===== config.mk =====
export PLATFORM = sky130hd
export DESIGN_NAME = urv_im_wb_bridge
export DESIGN_NICKNAME = d
export VERILOG_FILES = /design/src/rtl/urv_im_pkg.sv /design/src/rtl/urv_im_line_buf.sv /design/src/rtl/urv_im_wb_bridge.sv
export SDC_FILE = /design/constraint.sdc
export NUM_CORES = 1
export LEC_CHECK = 0
export BUFFER_PORTS_ARGS = -buffer_cell sky130_fd_sc_hd__buf_2
export CORE_MARGIN = 5
export CORE_UTILIZATION = 50
export CTS_CLUSTER_DIAMETER = 120
export CTS_CLUSTER_SIZE = 16
export DETAILED_ROUTE_END_ITERATION = 10
export GPL_ROUTABILITY_DRIVEN = 0
export GPL_TIMING_DRIVEN = 0
export PLACE_DENSITY = 0.76
export SYNTH_ARGS = -nofsm -noshare
export SYNTH_HDL_FRONTEND = slang
export SYNTH_SLANG_ARGS = --single-unit

===== constraint.sdc =====
create_clock -name clk_i -period 2.1 [get_ports clk_i]
set_input_delay 0.42 -clock clk_i [delete_from_list [all_inputs] [get_ports clk_i]]
set_output_delay 0.42 -clock clk_i [all_outputs]
set_load 0.02 [all_outputs]

===== src/rtl/urv_im_pkg.sv =====
// Shared types and sizing for the instruction-fetch Wishbone bridge.
// URV_IM_PREFETCH_EN selects the two-entry buffer with next-word prefetch.
package urv_im_pkg;

    typedef enum logic [1:0] {
        ST_IDLE = 2'd0,
        ST_REQ  = 2'd1,
        ST_WAIT = 2'd2
    } im_state_e;

    localparam int TAG_W = 30;

`ifdef URV_IM_PREFETCH_EN
    localparam int NUM_ENTRIES = 2;
`else
    localparam int NUM_ENTRIES = 1;
`endif

    function automatic logic [31:0] tag_to_addr(input logic [TAG_W-1:0] tag);
        return {tag, 2'b00};
    endfunction

endpackage


===== src/rtl/urv_im_line_buf.sv =====
// Tagged instruction word buffer: hit compare, next-word probe, victim
// selection and flush. Entry count follows URV_IM_PREFETCH_EN via the package.
module urv_im_line_buf
    import urv_im_pkg::*;
(
    input  logic             clk_i,
    input  logic             rst_n_i,
    input  logic             flush_i,
    input  logic [TAG_W-1:0] lookup_tag_i,
    input  logic [TAG_W-1:0] probe_tag_i,
    input  logic             wr_en_i,
    input  logic [TAG_W-1:0] wr_tag_i,
    input  logic [31:0]      wr_data_i,
    output logic             hit_o,
    output logic [31:0]      hit_data_o,
    output logic             probe_hit_o
);

    logic             valid_q [NUM_ENTRIES];
    logic [TAG_W-1:0] tag_q   [NUM_ENTRIES];
    logic [31:0]      data_q  [NUM_ENTRIES];
    int               victim;

    always_comb begin
        hit_o       = 1'b0;
        hit_data_o  = '0;
        probe_hit_o = 1'b0;
        victim      = 0;
        for (int i = 0; i < NUM_ENTRIES; i++) begin
            if (valid_q[i] && tag_q[i] == lookup_tag_i) begin
                hit_o      = 1'b1;
                hit_data_o = data_q[i];
            end
            if (valid_q[i] && tag_q[i] == probe_tag_i) begin
                probe_hit_o = 1'b1;
            end
        end
        // Lowest-numbered entry that does not hold the word being fetched now.
        for (int i = NUM_ENTRIES - 1; i >= 0; i--) begin
            if (!(valid_q[i] && tag_q[i] == lookup_tag_i)) begin
                victim = i;
            end
        end
    end

    // Flush wins over a same-edge write so a racing response is dropped.
    always_ff @(posedge clk_i or negedge rst_n_i) begin
        if (!rst_n_i) begin
            for (int i = 0; i < NUM_ENTRIES; i++) begin
                valid_q[i] <= 1'b0;
                tag_q[i]   <= '0;
                data_q[i]  <= '0;
            end
        end else begin
            for (int i = 0; i < NUM_ENTRIES; i++) begin
                if (flush_i) begin
                    valid_q[i] <= 1'b0;
                end else if (wr_en_i && victim == i) begin
                    valid_q[i] <= 1'b1;
                    tag_q[i]   <= wr_tag_i;
                    data_q[i]  <= wr_data_i;
                end
            end
        end
    end

endmodule


===== src/rtl/urv_im_wb_bridge.sv =====
// Instruction-memory to Wishbone B4 pipelined read bridge, one read in flight.
// URV_IM_PREFETCH_EN adds a second entry and speculative next-word reads.
module urv_im_wb_bridge
    import urv_im_pkg::*;
(
    input  logic        clk_i,
    input  logic        rst_n_i,
    input  logic [31:0] im_addr_i,
    output logic [31:0] im_data_o,
    output logic        im_valid_o,
    input  logic        im_flush_i,
    output logic        im_fault_o,
    output logic        wb_cyc_o,
    output logic        wb_stb_o,
    output logic [31:0] wb_adr_o,
    input  logic        wb_stall_i,
    input  logic        wb_ack_i,
    input  logic        wb_err_i,
    input  logic [31:0] wb_dat_i
);

    im_state_e        state_q, state_d;
    logic [31:0]      cur_addr_q;
    logic [31:0]      req_addr_q, req_addr_d;
    logic             discard_q, discard_d;
    logic             fault_q, fault_d;
    logic             hit, probe_hit, buf_wr;
    logic [31:0]      hit_data;
    logic [TAG_W-1:0] probe_tag;
    logic             unused_bits;

`ifdef URV_IM_PREFETCH_EN
    // A 30-bit tag increment wraps 0xFFFFFFFC to 0x00000000.
    assign probe_tag   = cur_addr_q[31:2] + {{(TAG_W-1){1'b0}}, 1'b1};
    assign unused_bits = ^cur_addr_q[1:0];
`else
    assign probe_tag   = '0;
    assign unused_bits = ^{cur_addr_q[1:0], probe_hit};
`endif

    urv_im_line_buf u_line_buf (
        .clk_i        (clk_i),
        .rst_n_i      (rst_n_i),
        .flush_i      (im_flush_i),
        .lookup_tag_i (cur_addr_q[31:2]),
        .probe_tag_i  (probe_tag),
        .wr_en_i      (buf_wr),
        .wr_tag_i     (req_addr_q[31:2]),
        .wr_data_i    (wb_dat_i),
        .hit_o        (hit),
        .hit_data_o   (hit_data),
        .probe_hit_o  (probe_hit)
    );

    always_ff @(posedge clk_i or negedge rst_n_i) begin
        if (!rst_n_i) begin
            state_q    <= ST_IDLE;
            cur_addr_q <= '0;
            req_addr_q <= '0;
            discard_q  <= 1'b0;
            fault_q    <= 1'b0;
        end else begin
            state_q    <= state_d;
            cur_addr_q <= im_addr_i;
            req_addr_q <= req_addr_d;
            discard_q  <= discard_d;
            fault_q    <= fault_d;
        end
    end

    // discard_q marks an in-flight read whose data was invalidated by a flush.
    always_comb begin
        state_d    = state_q;
        req_addr_d = req_addr_q;
        discard_d  = discard_q;
        fault_d    = 1'b0;
        buf_wr     = 1'b0;
        case (state_q)
            ST_IDLE: begin
                discard_d = 1'b0;
                if (!hit) begin
                    req_addr_d = tag_to_addr(cur_addr_q[31:2]);
                    state_d    = ST_REQ;
                end
`ifdef URV_IM_PREFETCH_EN
                else if (!probe_hit) begin
                    req_addr_d = tag_to_addr(probe_tag);
                    state_d    = ST_REQ;
                end
`endif
            end
            ST_REQ: begin
                discard_d = discard_q | im_flush_i;
                if (!wb_stall_i) begin
                    state_d = ST_WAIT;
                end
            end
            ST_WAIT: begin
                discard_d = discard_q | im_flush_i;
                if (wb_ack_i) begin
                    buf_wr  = !discard_q;
                    state_d = ST_IDLE;
                end else if (wb_err_i) begin
                    fault_d = 1'b1;
                    state_d = ST_IDLE;
                end
            end
            default: state_d = ST_IDLE;
        endcase
    end

    assign wb_cyc_o   = (state_q != ST_IDLE);
    assign wb_stb_o   = (state_q == ST_REQ);
    assign wb_adr_o   = req_addr_q;
    assign im_valid_o = hit;
    assign im_data_o  = hit_data;
    assign im_fault_o = fault_q;

endmodule

==> metrics <==
outcome=finished, violations left; failing checks=setup timing; clock power share=27.1%; cell family with most CP delay=simple AND/OR/NAND/NOR gates; switching pwr=3.233 mW; worst hold stages=1; CTS tree=done; Synth area leaders=dfrtp_1 61%, mux2_2 13%, mux2_4 8.7%, xnor2_1 5.1%, and3_1 3.9%; share of layout cells above drive strength 1=59.65%; Layout area overhead=39.75%; WP buf/inv=3; Worst Reg-to-Reg Cells=9; Seq pwr share=38.7%; first-pass GRT wire length=18,510 um; met3 GRT Util=5.815%; WL per Instance=17.56 um; die width=111.9 um; DR DRC count=0; Sink Count=127; Pwr Density=1430 nW/um^2; clock latency on the worst-skew pair=500 ps; hold path endpoint=cur_addr_q[5]; global routing usage on met2=30.66%; CTS buffer count=17; Die ar.=12,530 um^2; Slew Viols, Final=0; Cells after Synth=333; nets=580; row cnt=37; r2r startpoint=cur_addr_q[20]; hold crit path type=in2reg; sequential share of the synthesized area=61.16%; slowest CP cell=dfrtp_1; RR Endpoint=wb_adr_o[4]; cell leakage power=3.516 nW; Initial Util=50.79%; Vias=3,271; io pins=138; Final Hold Vio Count=0; pin count of the biggest net entering global routing=67; Syn Area/Cell=15.60 um^2; final total power=10.38 mW; cell type with the largest total area after synthesis=dfrtp_1; Fmax=0.3851 GHz; Top cell by count, worst path=buf_6; CP max FO=10; # diodes=0; maximum VDD drop=866.1 uV; RSZ-0062 raised after global routing=yes; critical path class=reg2out; prevailing post-synth register cell=dfrtp_1; Final Cycle Share=123.6%; Post-synth EDFFs=0; Overall Global Routing Usage=18.65%; CP Launch Type=flip-flop; Sw Share=31.14%; hold path start=im_addr_i[5]; Worst EP arrival=2180 ps; worst setup margin=-496.6 ps; Crit path largest cell delay=400 ps; die height=111.9 um; Pre-antenna DRT Iters=4; combinational cell fraction of total power=34.2%; hpwl dp=7485 um; GR peak layer=met2; most numerous cell in the Yosys netlist=dfrtp_1; Crit. End Element=output port; IO buf count=133; initial antenna violation count=0; via/cell ratio=5.002; Setup WS pre-CTS=-467.9 ps; met1 Usage GRT=24.44%; remaining global-route overflow=0; Synth top area share=61.16%; final WL=11,490 um; Clock Skew=10.04 ps; Netlist cell types=26; final setup vio count=63; critical path data required time=1680 ps; CTS root buffer=clkbuf_8; Final ANT Viol Nets=0; top cells by count, synth=127 x dfrtp_1, 62 x mux2_2, 32 x and3_1; vias in the first global route=3,552; Mapped Area=5196 um^2; max_cap viols=0; Placed Cells=604; Tmin final=2597 ps; core area=10,230 um^2; final std cells w/o fill=654; reg2reg setup slack=-100 ps; worst relative slew slack=58.66%; CP cell instances=xnor2_1 > nand3_1 > nor4_4 > buf_6 > buf_8 > and3_1 > buf_6; Ys Warns=0; H-tree Lvls=4; Clk pin slew, worst setup/hold paths=60 ps; clk buf depth=2; slew at the pin with the worst max-slew slack=620.1 ps; async set or reset register ratio after synthesis=100.0%; DR iter-0 viols=110; final design utilization=70.98%; synthesized flop and latch total=127; internal cell power=7.149 mW
worst max-delay path by stage:
stage                                    from        endpoint  slack (ps)  depth (start not counted)
after global placement                rst_n_i  cur_addr_q[15]        -940                          1
after global routing      u_line_buf.tag_q[2]   im_data_o[15]        -630                          7
after floorplan                cur_addr_q[22]   im_data_o[10]          70                          5
after detailed placement       cur_addr_q[18]   im_data_o[13]        -470                          6
after CTS                 u_line_buf.tag_q[2]   im_data_o[14]        -530                          7
final                          cur_addr_q[20]   im_data_o[26]        -500                          7
state kept, by name, indices dropped and copies added, names as in the netlist:
| name | count |
|---|---|
| wb_adr_o | 30 |
| cur_addr_q | 30 |
| u_line_buf.data_q | 32 |
| discard_q | 1 |
| state_q | 2 |
| u_line_buf.valid_q | 1 |
| u_line_buf.tag_q | 30 |
| im_fault_o | 1 |
power by group through the flow:
stage	clock, mW	sequential (mW)	combinational [mW]
floorplan	0	4.26	2.00
global placement	0	3.96	3.08
detailed placement	0	4.02	3.18
CTS	2.86	4.00	3.58
global route	2.98	4.15	3.80
finish	2.81	4.02	3.55
routing by layer:
metal | up-vias | wire length, um
li1 | 1513 | -
met3 | 6 | 632
met4 | 0 | 68
met2 | 96 | 5792
met5 | - | 0
met1 | 1656 | 4991
timing repair:
action / CTS / global route
gates resized for setup: 76 / 43
pin swaps: 9 / 14
endpoints found under the setup margin: 124 / 122
cloned: 3 / 0
buffers inserted: 7 / 1
hold endpoints to repair: 68 / 3
hold buffers: 4 / 3
per-stage QoR:
stage               hold WS, ps  setup TNS [ps]  cell area, um^2
finish                    22.37          -18280             7262
global route             0.4317          -25350             7262
CTS                      0.9911          -18770             7069
detailed placement        448.0          -27200             6070
global placement          478.1         -140220             6036
floorplan                 124.4               0             5200
kinds of logic (layout without fill, tap and decap cells):
family                   Yosys count  in the layout  share of synthesized area [%]
AO/OA/AOI/OAI                      5              5                         0.8187
multiplexers                      94             94                          22.54
buffers and inverters             23            207                          2.890
other                              1              2                        0.07217
adder cells (fa/ha/maj)            5              5                          1.204
AND/OR/NAND/NOR                   48             48                          6.260
XOR/XNOR                          30             30                          5.057
flip-flops                       127            127                          61.16
placed cells by master (no fill, tap or decap), drive strengths merged:
cell / netlist / routed
nor2: 2 / 2
clkinv: 0 / 7
nor4: 2 / 2
and2: 1 / 1
clkinvlp: 0 / 2
nand4: 7 / 7
o22a: 1 / 1
bufinv: 0 / 2
o21ai: 1 / 1
mux2: 94 / 94
dfrtp: 127 / 127
nand2: 1 / 1
dlygate4sd3: 0 / 7
and3: 32 / 32
buf: 11 / 162
nand3: 1 / 1
a31oi: 1 / 1
clkbuf: 7 / 18
ha: 5 / 5
nor4bb: 1 / 1
conb: 1 / 2
nand2b: 1 / 1
inv: 5 / 9
a21o: 2 / 2
xnor2: 30 / 30
cell type report:
| class | instances | area [um^2] |
|---|---|---|
| flip-flops and latches | 127 | 3178 |
| fillers | 696 | 2969 |
| multi-input cells | 184 | 1968 |
| repair buffers | 152 | 1140 |
| clock buffers | 17 | 414.1 |
| plain buffers | 18 | 212.7 |
| well taps | 136 | 170.2 |
| clock inverters | 15 | 160.2 |
| inverters | 5 | 18.77 |
(Power assumes the default switching activity.)
